**config.mk**
```make
export PLATFORM = sky130hd
export DESIGN_NAME = spi_capture_multi
export DESIGN_NICKNAME = d
export VERILOG_FILES = /design/src/rtl/spi_capture_multi.sv
export SDC_FILE = /design/constraint.sdc
export NUM_CORES = 1
export LEC_CHECK = 0
export ABC_AREA = 1
export CORE_MARGIN = 2
export CORE_UTILIZATION = 40
export CTS_BUF_LIST = sky130_fd_sc_hd__clkbuf_2 sky130_fd_sc_hd__clkbuf_4 sky130_fd_sc_hd__clkbuf_8
export DETAILED_ROUTE_END_ITERATION = 7
export GPL_TIMING_DRIVEN = 0
export PLACE_DENSITY = 0.61
export REMOVE_ABC_BUFFERS = 1
export SETUP_SLACK_MARGIN = 0.1
export SLEW_MARGIN = 20
export SYNTH_ARGS = -nofsm -noshare
export SYNTH_HDL_FRONTEND = slang
export SYNTH_SLANG_ARGS = --single-unit
```
**constraint.sdc**
```tcl
create_clock -name SYSCLK -period 1.5 [get_ports SYSCLK]
set_input_delay 0.225 -clock SYSCLK [delete_from_list [all_inputs] [get_ports SYSCLK]]
set_output_delay 0.225 -clock SYSCLK [all_outputs]
set_load 0.01 [all_outputs]
```
**src/rtl/spi_capture_multi.sv**
```systemverilog
// Multi-channel SPI ADC frame capture: one shared cs/SPI_CLK into NUM_CH ADCs, one packed write per pixel.
// Optional feature macro SPI_CAPTURE_TESTPATTERN_EN adds the test_pat input (synthetic ramp data).
module spi_capture_multi #(
    parameter int NUM_CH    = 2,
    parameter int SAMPLE_W  = 12,
    parameter int LEAD_BITS = 4,
    parameter int CLK_DIV   = 2,
    parameter int CS_IDLE   = 2,
    parameter int NUM_PIX   = 112,
    parameter int ADDR_W    = 7
) (
    input  logic                       SYSCLK,
    input  logic                       NSYSRESET,
    input  logic                       start,
    input  logic                       abort,
`ifdef SPI_CAPTURE_TESTPATTERN_EN
    input  logic                       test_pat,
`endif
    input  logic [NUM_CH-1:0]          miso,
    output logic                       cs,
    output logic                       SPI_CLK,
    output logic                       wr_en,
    output logic [ADDR_W-1:0]          wr_addr,
    output logic [NUM_CH*SAMPLE_W-1:0] wr_data,
    output logic                       busy,
    output logic                       done,
    output logic                       startCaptureTP
);
    localparam int FB      = LEAD_BITS + SAMPLE_W;
    localparam int DW      = NUM_CH * SAMPLE_W;
    localparam int CNT_MAX = (CLK_DIV > CS_IDLE) ? CLK_DIV : CS_IDLE;
    localparam int CNT_W   = (CNT_MAX > 1) ? $clog2(CNT_MAX) : 1;
    localparam int BIT_W   = (FB > 1) ? $clog2(FB) : 1;

    localparam logic [1:0] S_IDLE  = 2'd0;
    localparam logic [1:0] S_SETUP = 2'd1;
    localparam logic [1:0] S_SHIFT = 2'd2;
    localparam logic [1:0] S_GAP   = 2'd3;

    localparam logic [CNT_W-1:0]  LAST_DIV  = CNT_W'(CLK_DIV - 1);
    localparam logic [CNT_W-1:0]  LAST_IDLE = CNT_W'(CS_IDLE - 1);
    localparam logic [BIT_W-1:0]  LAST_BIT  = BIT_W'(FB - 1);
    localparam logic [ADDR_W-1:0] LAST_PIX  = ADDR_W'(NUM_PIX - 1);

    logic [1:0]        state_q, state_d;
    logic [CNT_W-1:0]  cnt_q, cnt_d;
    logic [BIT_W-1:0]  bit_q, bit_d;
    logic [ADDR_W-1:0] pix_q, pix_d;
    logic [DW-1:0]     sh_q, sh_d;
    logic [DW-1:0]     sh_shifted_s;
    logic [DW-1:0]     sample_s;
    logic              cs_q, cs_d;
    logic              sck_q, sck_d;
    logic              busy_q, busy_d;
    logic              done_q, done_d;
    logic              tp_q, tp_d;
    logic              wr_en_q, wr_en_d;
    logic [ADDR_W-1:0] wr_addr_q, wr_addr_d;
    logic [DW-1:0]     wr_data_q, wr_data_d;

`ifdef SPI_CAPTURE_TESTPATTERN_EN
    function automatic logic [DW-1:0] ramp_pattern(input logic [ADDR_W-1:0] pix);
        logic [DW-1:0] v;
        v = '0;
        for (int c = 0; c < NUM_CH; c++) begin
            v[c*SAMPLE_W +: SAMPLE_W] = SAMPLE_W'(pix) + SAMPLE_W'(c);
        end
        return v;
    endfunction
`endif

    // Per-channel shift: older bits fall off the top, so only the last SAMPLE_W bits survive
    always_comb begin
        sh_shifted_s = sh_q;
        for (int c = 0; c < NUM_CH; c++) begin
            sh_shifted_s[c*SAMPLE_W +: SAMPLE_W] =
                (sh_q[c*SAMPLE_W +: SAMPLE_W] << 1) | SAMPLE_W'(miso[c]);
        end
    end

    // Source of the pixel write payload
    always_comb begin
`ifdef SPI_CAPTURE_TESTPATTERN_EN
        if (test_pat) begin
            sample_s = ramp_pattern(pix_q);
        end else begin
            sample_s = sh_q;
        end
`else
        sample_s = sh_q;
`endif
    end

    // Frame sequencer; SPI_CLK level doubles as the high/low phase marker inside SHIFT
    always_comb begin
        state_d   = state_q;
        cnt_d     = cnt_q;
        bit_d     = bit_q;
        pix_d     = pix_q;
        sh_d      = sh_q;
        cs_d      = cs_q;
        sck_d     = sck_q;
        busy_d    = busy_q;
        done_d    = 1'b0;
        tp_d      = 1'b0;
        wr_en_d   = 1'b0;
        wr_addr_d = wr_addr_q;
        wr_data_d = wr_data_q;
        if (abort) begin
            state_d = S_IDLE;
            cnt_d   = '0;
            cs_d    = 1'b1;
            sck_d   = 1'b0;
            busy_d  = 1'b0;
        end else begin
            case (state_q)
                S_IDLE: begin
                    if (start) begin
                        state_d = S_SETUP;
                        cnt_d   = '0;
                        pix_d   = '0;
                        cs_d    = 1'b0;
                        busy_d  = 1'b1;
                        tp_d    = 1'b1;
                    end else begin
                        cs_d   = 1'b1;
                        sck_d  = 1'b0;
                        busy_d = 1'b0;
                    end
                end
                S_SETUP: begin
                    if (cnt_q == LAST_DIV) begin
                        state_d = S_SHIFT;
                        cnt_d   = '0;
                        bit_d   = '0;
                        sck_d   = 1'b1;
                    end else begin
                        cnt_d = cnt_q + CNT_W'(1);
                    end
                end
                S_SHIFT: begin
                    if (cnt_q != LAST_DIV) begin
                        cnt_d = cnt_q + CNT_W'(1);
                    end else if (sck_q) begin
                        cnt_d = '0;
                        sck_d = 1'b0;
                        sh_d  = sh_shifted_s;
                    end else if (bit_q == LAST_BIT) begin
                        state_d   = S_GAP;
                        cnt_d     = '0;
                        cs_d      = 1'b1;
                        wr_en_d   = 1'b1;
                        wr_addr_d = pix_q;
                        wr_data_d = sample_s;
                    end else begin
                        cnt_d = '0;
                        bit_d = bit_q + BIT_W'(1);
                        sck_d = 1'b1;
                    end
                end
                S_GAP: begin
                    if (cnt_q != LAST_IDLE) begin
                        cnt_d = cnt_q + CNT_W'(1);
                    end else if (pix_q == LAST_PIX) begin
                        state_d = S_IDLE;
                        cnt_d   = '0;
                        busy_d  = 1'b0;
                        done_d  = 1'b1;
                    end else begin
                        state_d = S_SETUP;
                        cnt_d   = '0;
                        pix_d   = pix_q + ADDR_W'(1);
                        cs_d    = 1'b0;
                    end
                end
                default: begin
                    state_d = S_IDLE;
                    cnt_d   = '0;
                    cs_d    = 1'b1;
                    sck_d   = 1'b0;
                    busy_d  = 1'b0;
                end
            endcase
        end
    end

    // State and output registers with synchronous active-low reset
    always_ff @(posedge SYSCLK) begin
        if (!NSYSRESET) begin
            state_q   <= S_IDLE;
            cnt_q     <= '0;
            bit_q     <= '0;
            pix_q     <= '0;
            sh_q      <= '0;
            cs_q      <= 1'b1;
            sck_q     <= 1'b0;
            busy_q    <= 1'b0;
            done_q    <= 1'b0;
            tp_q      <= 1'b0;
            wr_en_q   <= 1'b0;
            wr_addr_q <= '0;
            wr_data_q <= '0;
        end else begin
            state_q   <= state_d;
            cnt_q     <= cnt_d;
            bit_q     <= bit_d;
            pix_q     <= pix_d;
            sh_q      <= sh_d;
            cs_q      <= cs_d;
            sck_q     <= sck_d;
            busy_q    <= busy_d;
            done_q    <= done_d;
            tp_q      <= tp_d;
            wr_en_q   <= wr_en_d;
            wr_addr_q <= wr_addr_d;
            wr_data_q <= wr_data_d;
        end
    end

    assign cs             = cs_q;
    assign SPI_CLK        = sck_q;
    assign busy           = busy_q;
    assign done           = done_q;
    assign startCaptureTP = tp_q;
    assign wr_en          = wr_en_q;
    assign wr_addr        = wr_addr_q;
    assign wr_data        = wr_data_q;
endmodule

```
# --- After elaboration in Yosys (flattened, before gate mapping) ---
# Cells that the tools add are included.
word_totals:
  reg_bits: 75
  output_inout_bits: 37
  elab_cells: 97
classes:
  add_sub_neg: 3
  n_eq_ne: 15
  n_mux: 39
  n_bitwise: 9
  reduce_logical: 18
ops:
  columns: ["cell", "count"]
  rows:
  - ["$or A12 B1 Y12", 2]
  - ["$mux W7", 3]
  - ["$ne A2 B2 Y1 const B", 10]
  - ["$mux W1", 19]
  - ["$reduce_and A6 Y1", 3]
  - ["$mux W4", 4]
  - ["$pmux W7 S2", 1]
  - ["$mux W2", 6]
  - ["$reduce_and A5 Y1", 2]
  - ["$pmux W2 S4", 1]
  - ["$pmux W4 S2", 1]
  - ["$reduce_and A4 Y1", 2]
  - ["$add A7 B1 Y7 const B", 1]
  - ["$eq A7 B7 Y1 const B", 1]
  - ["$not A1 Y1", 7]
  - ["$pmux W1 S3", 2]
  - ["$reduce_bool A3 Y1", 2]
  - ["$reduce_or A3 Y1", 2]
  - ["$reduce_or A5 Y1", 1]
  - ["$add A4 B1 Y4 const B", 1]
  - ["$eq A2 B2 Y1 const B", 2]
  - ["$eq A4 B4 Y1 const B", 1]
  - ["$pmux W1 S2", 2]
  - ["$reduce_bool A2 Y1", 2]
  - ["other kinds (6)", 6]

# --- Logic depth before layout (Yosys ltp) ---
# Gate-level depths: netlist (run 1).
logic_depth:
  word_depth: 5
  depth_mapped: 9

# --- Worst setup path after synthesis (run 1) ---
# No wires, ideal clock.
synth_timing:
  path_type: "register to register"
  startpoint: "reg state_q[0]"
  endpoint: "reg pix_q[4]"
  setup_time_ns: 0.117
  arrival_time_ns: 1.369
  t_required_ns: 1.383
  slack_ns: 0.014
  stages_incl_launch_ff: 9
  n_path_buf: 0
  period_less_slack_ns: 1.486
  cell_sequence: "dfxtp_1 > inv_1 > ha_1 > nand2_1 > nand2_1 > nor2_4 > nand2_2 > o21ai_0 > nor2_1"
synth_between:
  elab_chain_cells: 3
synth_lines:
  columns: ["item", "line", "source"]
  rows:
  - ["start, declared", "45", "logic [1:0] state_q, state_d;"]
  - ["start signal, assigned", "204", "state_q <= state_d;"]
  - ["$eq A2 B2 Y1 / $logic_not A2 Y1 (equally long branches)", "116", "case (state_q)"]
  - ["$ne A2 B2 Y1 (no source line) / $reduce_bool A2 Y1 (equally long branches)", null, null]
  - ["$reduce_and A5 Y1 (no source line)", null, null]
  - ["end signal, assigned", "207", "pix_q <= pix_d;"]
  - ["end, declared", "48", "logic [ADDR_W-1:0] pix_q, pix_d;"]
# Parallel ways exist; a longest one is shown, timed or not.
# A chain may end at the register's enable or synchronous reset.

# --- Worst setup path in the final report (run 1) ---
layout_timing:
  startpoint: "reg state_q[0]"
  endpoint: "reg sh_q[10], in the netlist sample_s[10]"
layout_between:
  elab_chain_cells: 2
layout_lines:
  columns: ["item", "line", "source"]
  rows:
  - ["$eq A2 B2 Y1", "116", null]
  - ["$reduce_and A4 Y1 (no source line)", null, null]
  - ["end signal, assigned", "194", "sh_q <= '0;"]
  - ["end signal, assigned", "208", "sh_q <= sh_d;"]
  - ["end, declared", "49", "logic [DW-1:0] sh_q, sh_d;"]
# No other way between the ends.

==> results of run 1 <==
routing by layer:
metal | part of all wire, % | routed length [µm] | global-route usage (%)
met4 | 1.3 | 108 | 7.59
met1 | 47 | 3980 | 28.2
met3 | 3.1 | 267 | 3.70
met2 | 49 | 4140 | 30.7
met5 | 0 | 0 | 0
logic make-up (layout without fill, tap and decap cells):
group / count (synthesis) / in the layout / synth area share (%)
adder cells (fa/ha/maj): 8 / 8 / 3.24
flip-flops: 75 / 75 / 48.6
AO/OA/AOI/OAI: 82 / 82 / 13.7
buffers and inverters: 42 / 114 / 6.48
XOR/XNOR: 1 / 1 / 0.283
AND/OR/NAND/NOR: 209 / 214 / 27.8
area by class of cell:
| cell class | count | area [µm²] |
|---|---|---|
| Multi-Input combinational cell | 305 | 1880 |
| Sequential cell | 75 | 1520 |
| Clock buffer | 12 | 159 |
| Tap cell | 102 | 128 |
| Timing Repair Buffer | 67 | 672 |
| Clock inverter | 4 | 25.0 |
| Inverter | 25 | 125 |
| Fill cell | 682 | 3030 |
| Timing Repair inverter | 6 | 67.6 |
registers in the layout, summed over array words and instances (netlist names):
signal / count
wr_en: 1
pix_q: 7
state_q: 2
bit_q: 4
wr_addr: 7
cnt_q: 1
done: 1
startCaptureTP: 1
SPI_CLK: 1
cs: 1
sample_s: 24
wr_data: 24
busy: 1
what timing repair did:
item / in CTS / in global routing
cloned: 10 / 1
hold endpoints to repair: 0 / 0
setup endpoints to repair: 109 / 74
pin swaps: 37 / 43
gates resized for setup: 139 / 68
setup buffers: 18 / 6
hold buffers: 0 / 0
cells in the mapped netlist:
cell                       number  area share (%)
sky130_fd_sc_hd__o31ai_1        1            0.24
sky130_fd_sc_hd__or2_2          1            0.20
sky130_fd_sc_hd__a21oi_2        2            0.57
sky130_fd_sc_hd__nand4_1        3            0.61
sky130_fd_sc_hd__buf_1          1            0.12
sky130_fd_sc_hd__nand3b_1       2            0.49
sky130_fd_sc_hd__nor2_4         1            0.36
sky130_fd_sc_hd__nor2_1       130              16
sky130_fd_sc_hd__xnor2_1        1            0.28
sky130_fd_sc_hd__clkbuf_1       7            0.85
sky130_fd_sc_hd__buf_2          4            0.65
sky130_fd_sc_hd__inv_2          2            0.24
sky130_fd_sc_hd__o21bai_1       1            0.24
sky130_fd_sc_hd__buf_6          5             1.8
sky130_fd_sc_hd__a21oi_1       14             2.3
sky130_fd_sc_hd__o21ai_1       14             2.3
sky130_fd_sc_hd__nor2_2         3            0.61
sky130_fd_sc_hd__inv_1         23             2.8
sky130_fd_sc_hd__o21ai_0       50             8.1
sky130_fd_sc_hd__nand2_2        3            0.61
sky130_fd_sc_hd__ha_1           8             3.2
sky130_fd_sc_hd__nand3_2        2            0.65
sky130_fd_sc_hd__dfxtp_1       75              49
sky130_fd_sc_hd__nand3_1       15             2.4
sky130_fd_sc_hd__nand2_1       47             5.7
sky130_fd_sc_hd__nor3_1         2            0.32
power by group:
group / internal, W / total (W) / switching (W)
clock: 0.000704 / 0.00143 / 0.000729
sequential: 0.00200 / 0.00202 / 0.0000187
combinational: 0.000203 / 0.000476 / 0.000273
final timing paths:
kind         startpoint            to  slack [ps]  cells past startpoint
max reg2reg  state_q[0]  sample_s[10]         -60                      9
min reg2reg          cs            cs         460                      2
max          state_q[0]  sample_s[10]         -60                      9
min           NSYSRESET    wr_data[8]         380                      3
per-stage QoR:
stage / power [W] / cells
finish: 0.00393 / 596
global route: 0.00410 / 596
CTS: 0.00388 / 589
detailed placement: 0.00237 / 545
global placement: 0.00236 / 544
floorplan: 0.00227 / 400
worst reg2reg max path, delay by kind of cell (launching register included):
kind | cells | cell delay [ps]
AND/OR/NAND/NOR | 4 | 400
flip-flops | 1 | 370
buffers and inverters | 4 | 490
adder cells (fa/ha/maj) | 1 | 200
==> results.py, run 1 <==
metrics = {
    "outcome": {
        "run_status": "finished with violations",
        "violations": "setup timing",
    },
    "die": {
        "die_height_um": 91.9,
        "num_io_pins": 43,
        "dieArea_mm2": 0.00845,
        "rows": 32,
        "fp.dieW_um": 91.9,
        "area_of_the_core_mm2": 0.00761,
        "floorplan.initialDensity_pct": 40.6,
    },
    "final_layout": {
        "number_of_inserted_diodes": 0,
        "final_core_util_pct": 60.1,
        "mostFrequentLayoutCells": "105 x sky130_fd_sc_hd__nor2_1, 67 x sky130_fd_sc_hd__dfxtp_1, 38 x sky130_fd_sc_hd__nand2_1, 37 x sky130_fd_sc_hd__dlygate4sd2_1, 29 x sky130_fd_sc_hd__o21ai_2",
        "layout_overhead_on_the_synthesized_area_pct": 48.0,
        "design_area_final_mm2": 0.00457,
        "layout_commonest_cell": "sky130_fd_sc_hd__nor2_1",
        "drive_above_1_share_pct": 30.8,
        "fin_nets": 503,
    },
    "clocking": {
        "cts.root.buffer_cell": "sky130_fd_sc_hd__clkbuf_8",
        "clock_tree.buffer_depth": 2,
        "clock-sinks": 75,
        "cts_made_buffers": 9,
        "htreeDepth": 3,
        "worst_skew_pair.late_latency_ps": 340,
        "worst_setup_hold_path_clk_slew_ps": 80,
        "cts_tree": "built",
    },
    "logic_synthesis": {
        "ys_ff_latch": 75,
        "netlist_area_mm2": 0.00309,
        "synth_cells": 417,
        "ys_types": 26,
        "yosysWarningCount": 0,
        "yosysSeqAreaShare_pct": 48.6,
        "synthesis.area_per_instance_um2": 7.41,
    },
    "global_routing": {
        "grt_pass1_vias": 2680,
        "gr-usage-all-layers_pct": 20.1,
        "grt_remaining_overflow": 0,
        "antenna_found_initial": 0,
        "grt_start_max_net_pins": 32,
        "grt_first_pass_wirelength_um": 13400,
    },
    "setup_path": {
        "path_cells": "inv_6 -> ha_4 -> nand2_8 -> nor2_4 -> buf_6 -> clkinvlp_4 -> buf_12 -> nor2_4 -> nor2_1",
        "critPathLaunchType": "flip-flop",
        "delay_heaviest_family_cp": "buffers and inverters",
        "critical_path.most_common_cell": "sky130_fd_sc_hd__nor2_4",
        "worstPathArrival_ps": 1800,
        "critical_path.max_fanout": 8,
        "timing.critical_path.buf_inv": 4,
        "cp_data_required_time_ps": 1730,
        "worst_path_max_delay_cell": "sky130_fd_sc_hd__dfxtp_4",
        "worst-setup-path-type": "flip-flop to flip-flop",
        "worst_path_largest_cell_delay_ps": 370,
        "end_kind": "flip-flop",
    },
    "timing": {
        "fmaxAchievable_ghz": 0.639,
        "setup_viol": 17,
        "layout_min_cycle_time_ps": 1560,
        "layout_worst_path_cycle_share_pct": 104,
        "clock-skew-final_ps": 6.06,
        "fin_setup_tns_ps": -646,
        "finalMaxSlewViolations": 0,
        "setup_ws_ps": -64.3,
        "max_slew.worst_pin.slew_ps": 464,
        "grt_setup_unrepaired": "yes",
        "finalHoldWorstSlack_ps": 379,
        "max-slew-margin-rel_pct": 69.1,
        "hold_violations": 0,
    },
    "routing": {
        "drt-pass1-iter-count": 4,
        "ant_nets": 0,
        "drt_drc_violations_left": 0,
        "drt-initial-drc-count": 126,
        "overall_via_count_from_detail_route": 2966,
        "mean_routed_wirelength_per_cell_um": 14.3,
        "detail_route.vias_per_cell": 4.98,
        "wirelength_um": 8500,
    },
    "hold_path": {
        "min_path_type": "primary input to flip-flop",
    },
    "power": {
        "ir_drop_uv": 442,
        "power.density_cell_area_mw_per_mm2": 859,
        "p_leak_nw": 1.95,
    },
    "placed_design": {
        "gp_routability_congestion": 0.870,
        "hpwlAfterDp_um": 4040,
        "dp_worst_setup_slack_ps": -1090,
        "post_place_cell_area_mm2": 0.00356,
        "portBuffers": 42,
    },
    "flow_run": {
        "drv_cap": 0,
    },
}
Note: power is estimated with default switching activity, not from simulation.
==> run 2: changes to the inputs <==
--- a/config.mk
+++ b/config.mk
@@ -10,6 +10,7 @@
 export CORE_UTILIZATION = 40
 export CTS_BUF_LIST = sky130_fd_sc_hd__clkbuf_2 sky130_fd_sc_hd__clkbuf_4 sky130_fd_sc_hd__clkbuf_8
 export DETAILED_ROUTE_END_ITERATION = 7
+export GPL_ROUTABILITY_DRIVEN = 0
 export GPL_TIMING_DRIVEN = 0
 export PLACE_DENSITY = 0.61
 export REMOVE_ABC_BUFFERS = 1
==> run 2 against run 1 <==
  * The run still ends with setup timing left
  * Combinational power about the same
  * Worst setup slack improved by 19 ps
  * Register-to-register slack improved by 30 ps
  * Power increased by 12%
  * Clock skew grew 4.7 ps
  * Global-route usage fell by 0.97 points
  * Cell area fell by 1.4%
  * Non-clock buffer count grew 2
  * Core utilization decreased by 0.84 points
  * Critical endpoint is now wr_addr[6]
  * Largest cell class unchanged
  * Highest routed layer unchanged
==> results.py, run 2 (synthesis results as in run 1) <==
metrics = {
    "final_layout": {
        "drive_above_1_share_pct": 28.7,
        "mostFrequentLayoutCells": "106 x sky130_fd_sc_hd__nor2_1, 67 x sky130_fd_sc_hd__dfxtp_1, 38 x sky130_fd_sc_hd__nand2_1, 37 x sky130_fd_sc_hd__dlygate4sd2_1, 30 x sky130_fd_sc_hd__o21ai_0",
        "finish.cell_count_without_fillers": 600,
        "fin_nets": 507,
        "n_fill_cell": 702,
        "layout_overhead_on_the_synthesized_area_pct": 45.9,
        "layout_commonest_cell": "sky130_fd_sc_hd__nor2_1",
        "number_of_inserted_diodes": 0,
    },
    "hold_path": {
        "hold_path_depth": 3,
        "holdPathEnd": "wr_data[2]",
        "timing.hold.worst.start": "NSYSRESET",
        "min_path_type": "primary input to flip-flop",
    },
    "timing": {
        "hold_violations": 0,
        "fin_setup_tns_ps": -219,
        "clock-skew-final_ps": 10.8,
        "grt_setup_unrepaired": "yes",
        "setup_ws_ps": -45.6,
        "layout_worst_path_cycle_share_pct": 103,
        "fmaxAchievable_ghz": 0.647,
        "finalMaxSlewViolations": 0,
        "layout_min_cycle_time_ps": 1550,
        "setup_viol": 12,
        "max-slew-margin-rel_pct": 66.9,
        "max_slew.worst_pin.slew_ps": 496,
    },
    "outcome": {
        "run_status": "finished with violations",
        "violations": "setup timing",
    },
    "clocking": {
        "ctsHoldBuffers": 0,
        "worst_skew_pair.late_latency_ps": 350,
        "cts_tree": "built",
        "cts.root.buffer_cell": "sky130_fd_sc_hd__clkbuf_8",
        "clock_tree.buffer_depth": 2,
        "cts_made_buffers": 9,
        "worst_setup_hold_path_clk_slew_ps": 90,
        "clock-sinks": 75,
        "htreeDepth": 3,
    },
    "power": {
        "switching_part_of_the_total_power_pct": 24.3,
        "share_seq_of_total_power_pct": 45.9,
        "p_leak_nw": 2.03,
        "power_share_of_the_clock_group_pct": 43.3,
        "ir_drop_uv": 412,
        "net-switching-power_w": 0.00107,
        "power.density_cell_area_mw_per_mm2": 977,
        "intPower_w": 0.00334,
        "power.share.combinational_pct": 10.8,
    },
    "routing": {
        "detail_route.vias_per_cell": 5.00,
        "ant_nets": 0,
        "drt-pass1-iter-count": 4,
        "top_layer_used": "met4",
        "wirelength_um": 8320,
        "drt_drc_violations_left": 0,
        "mean_routed_wirelength_per_cell_um": 13.9,
        "met3_wirelength_um": 380,
        "routedLengthMet1_um": 3840,
        "drt-initial-drc-count": 115,
        "overall_via_count_from_detail_route": 3001,
        "dr_wl_met2_um": 4000,
    },
    "setup_path": {
        "delay_heaviest_family_cp": "buffers and inverters",
        "worstPathArrival_ps": 1820,
        "stages_on_worst_setup_path": 9,
        "timing.critical_path.buf_inv": 4,
        "worst_path_largest_cell_delay_ps": 450,
        "reg2reg_setup_slack_ps": -30,
        "worst_path_max_delay_cell": "sky130_fd_sc_hd__clkdlybuf4s50_1",
        "critical_path.max_fanout": 5,
        "critPathLaunchType": "primary input",
        "path_cells": "clkdlybuf4s50_1 -> inv_1 -> nand2_4 -> nor2_4 -> buf_4 -> nand2_8 -> inv_16 -> o21ai_2 -> a21oi_1",
        "worst-setup-path-type": "primary input to flip-flop",
        "crit-reg2reg-launch": "state_q[0]",
        "timing.rr.end": "wr_addr[6]",
        "end_kind": "flip-flop",
        "cp_data_required_time_ps": 1780,
        "worstRegToRegCells": 9,
    },
    "die": {
        "area_of_the_core_mm2": 0.00761,
        "dieArea_mm2": 0.00845,
        "num_io_pins": 43,
        "rows": 32,
        "floorplan.initialDensity_pct": 40.6,
        "die_height_um": 91.9,
        "fp.dieW_um": 91.9,
    },
    "global_routing": {
        "grt_pass1_vias": 2653,
        "gr-usage-all-layers_pct": 19.1,
        "grt_first_pass_wirelength_um": 12800,
        "grt_start_max_net_pins": 44,
        "antenna_found_initial": 0,
        "grt_remaining_overflow": 0,
    },
    "placed_design": {
        "hpwlAfterDp_um": 4050,
        "place_inst": 545,
        "portBuffers": 42,
    },
    "flow_run": {
        "drv_cap": 0,
    },
}
==> run 2: changes by cell type in the layout (fill, tap and decap cells not counted), sizes merged <==
cell      change
bufinv        +3
clkinvlp      -1
buf           +3
inv           +2
clkbuf        -3
==> run 2: worst reg2reg max path: cells and delay by family, from the launching register on <==
| kind | cells | cell delay (ps) |
|---|---|---|
| compound gates | 2 | 170 |
| flops | 1 | 370 |
| simple gates | 2 | 310 |
| fa+ha+maj | 1 | 190 |
| buf+inv | 4 | 430 |
==> run 2: area by class of cell <==
cell class	instances	area [µm²]	area share (%)
tap	102	128	2.83
multi-input combinational	305	1780	39.4
clock inverter	6	111	2.47
clock buffer	10	131	2.91
inverter	25	129	2.86
timing repair buffer	69	628	13.9
sequential	75	1520	33.7
timing repair inverter	8	83.8	1.86
==> run 2: worst max path at each step <==
| stage | startpoint | to | slack (ps) |
|---|---|---|---|
| floorplan | state_q[0] | sample_s[0] | -390 |
| global placement | NSYSRESET | state_q[0] | -1710 |
| detailed placement | abort | sample_s[21] | -1080 |
| CTS | abort | wr_data[11] | 20 |
| global route | state_q[0] | sample_s[22] | -100 |
| finish | abort | wr_addr[6] | -50 |
==> run 2: power groups by stage <==
stage	Combinational [W]	Sequential [W]	Clock [W]
floorplan	0.000199	0.00207	0
CTS	0.000375	0.00202	0.00193
finish	0.000474	0.00202	0.00191
global placement	0.000293	0.00207	0
detailed placement	0.000299	0.00207	0
global route	0.000523	0.00203	0.00203
==> run 2: routing by layer <==
layer  vias up  GRT usage (%)
li1       1511              -
met1      1403           25.7
met2        76           30.4
met3        11           4.52
met4         0           6.09
met5         -              0
==> run 2: per-stage QoR <==
step | power (W) | area [µm²] | worst slack (ps) | utilization [%] | hold slack (ps)
3_5_place_dp | 0.00237 | 3550 | -1080 | 46.6 | 459
3_3_place_gp | 0.00236 | 3530 | -1710 | 46.4 | 452
5_1_grt | 0.00458 | 4510 | -102 | 59.3 | 250
2_1_floorplan | 0.00227 | 2990 | -391 | - | 346
4_1_cts | 0.00433 | 4130 | 24.2 | 54.3 | 250
6_report | 0.00441 | 4510 | -45.6 | 59.3 | 249
==> run 2: repair_timing <==
action                                  in CTS  in global routing
gates resized for setup                     93                 90
gates cloned                                 8                  5
buffers inserted                            16                 10
pin swaps                                   10                 28
endpoints found under the setup margin     109                 72
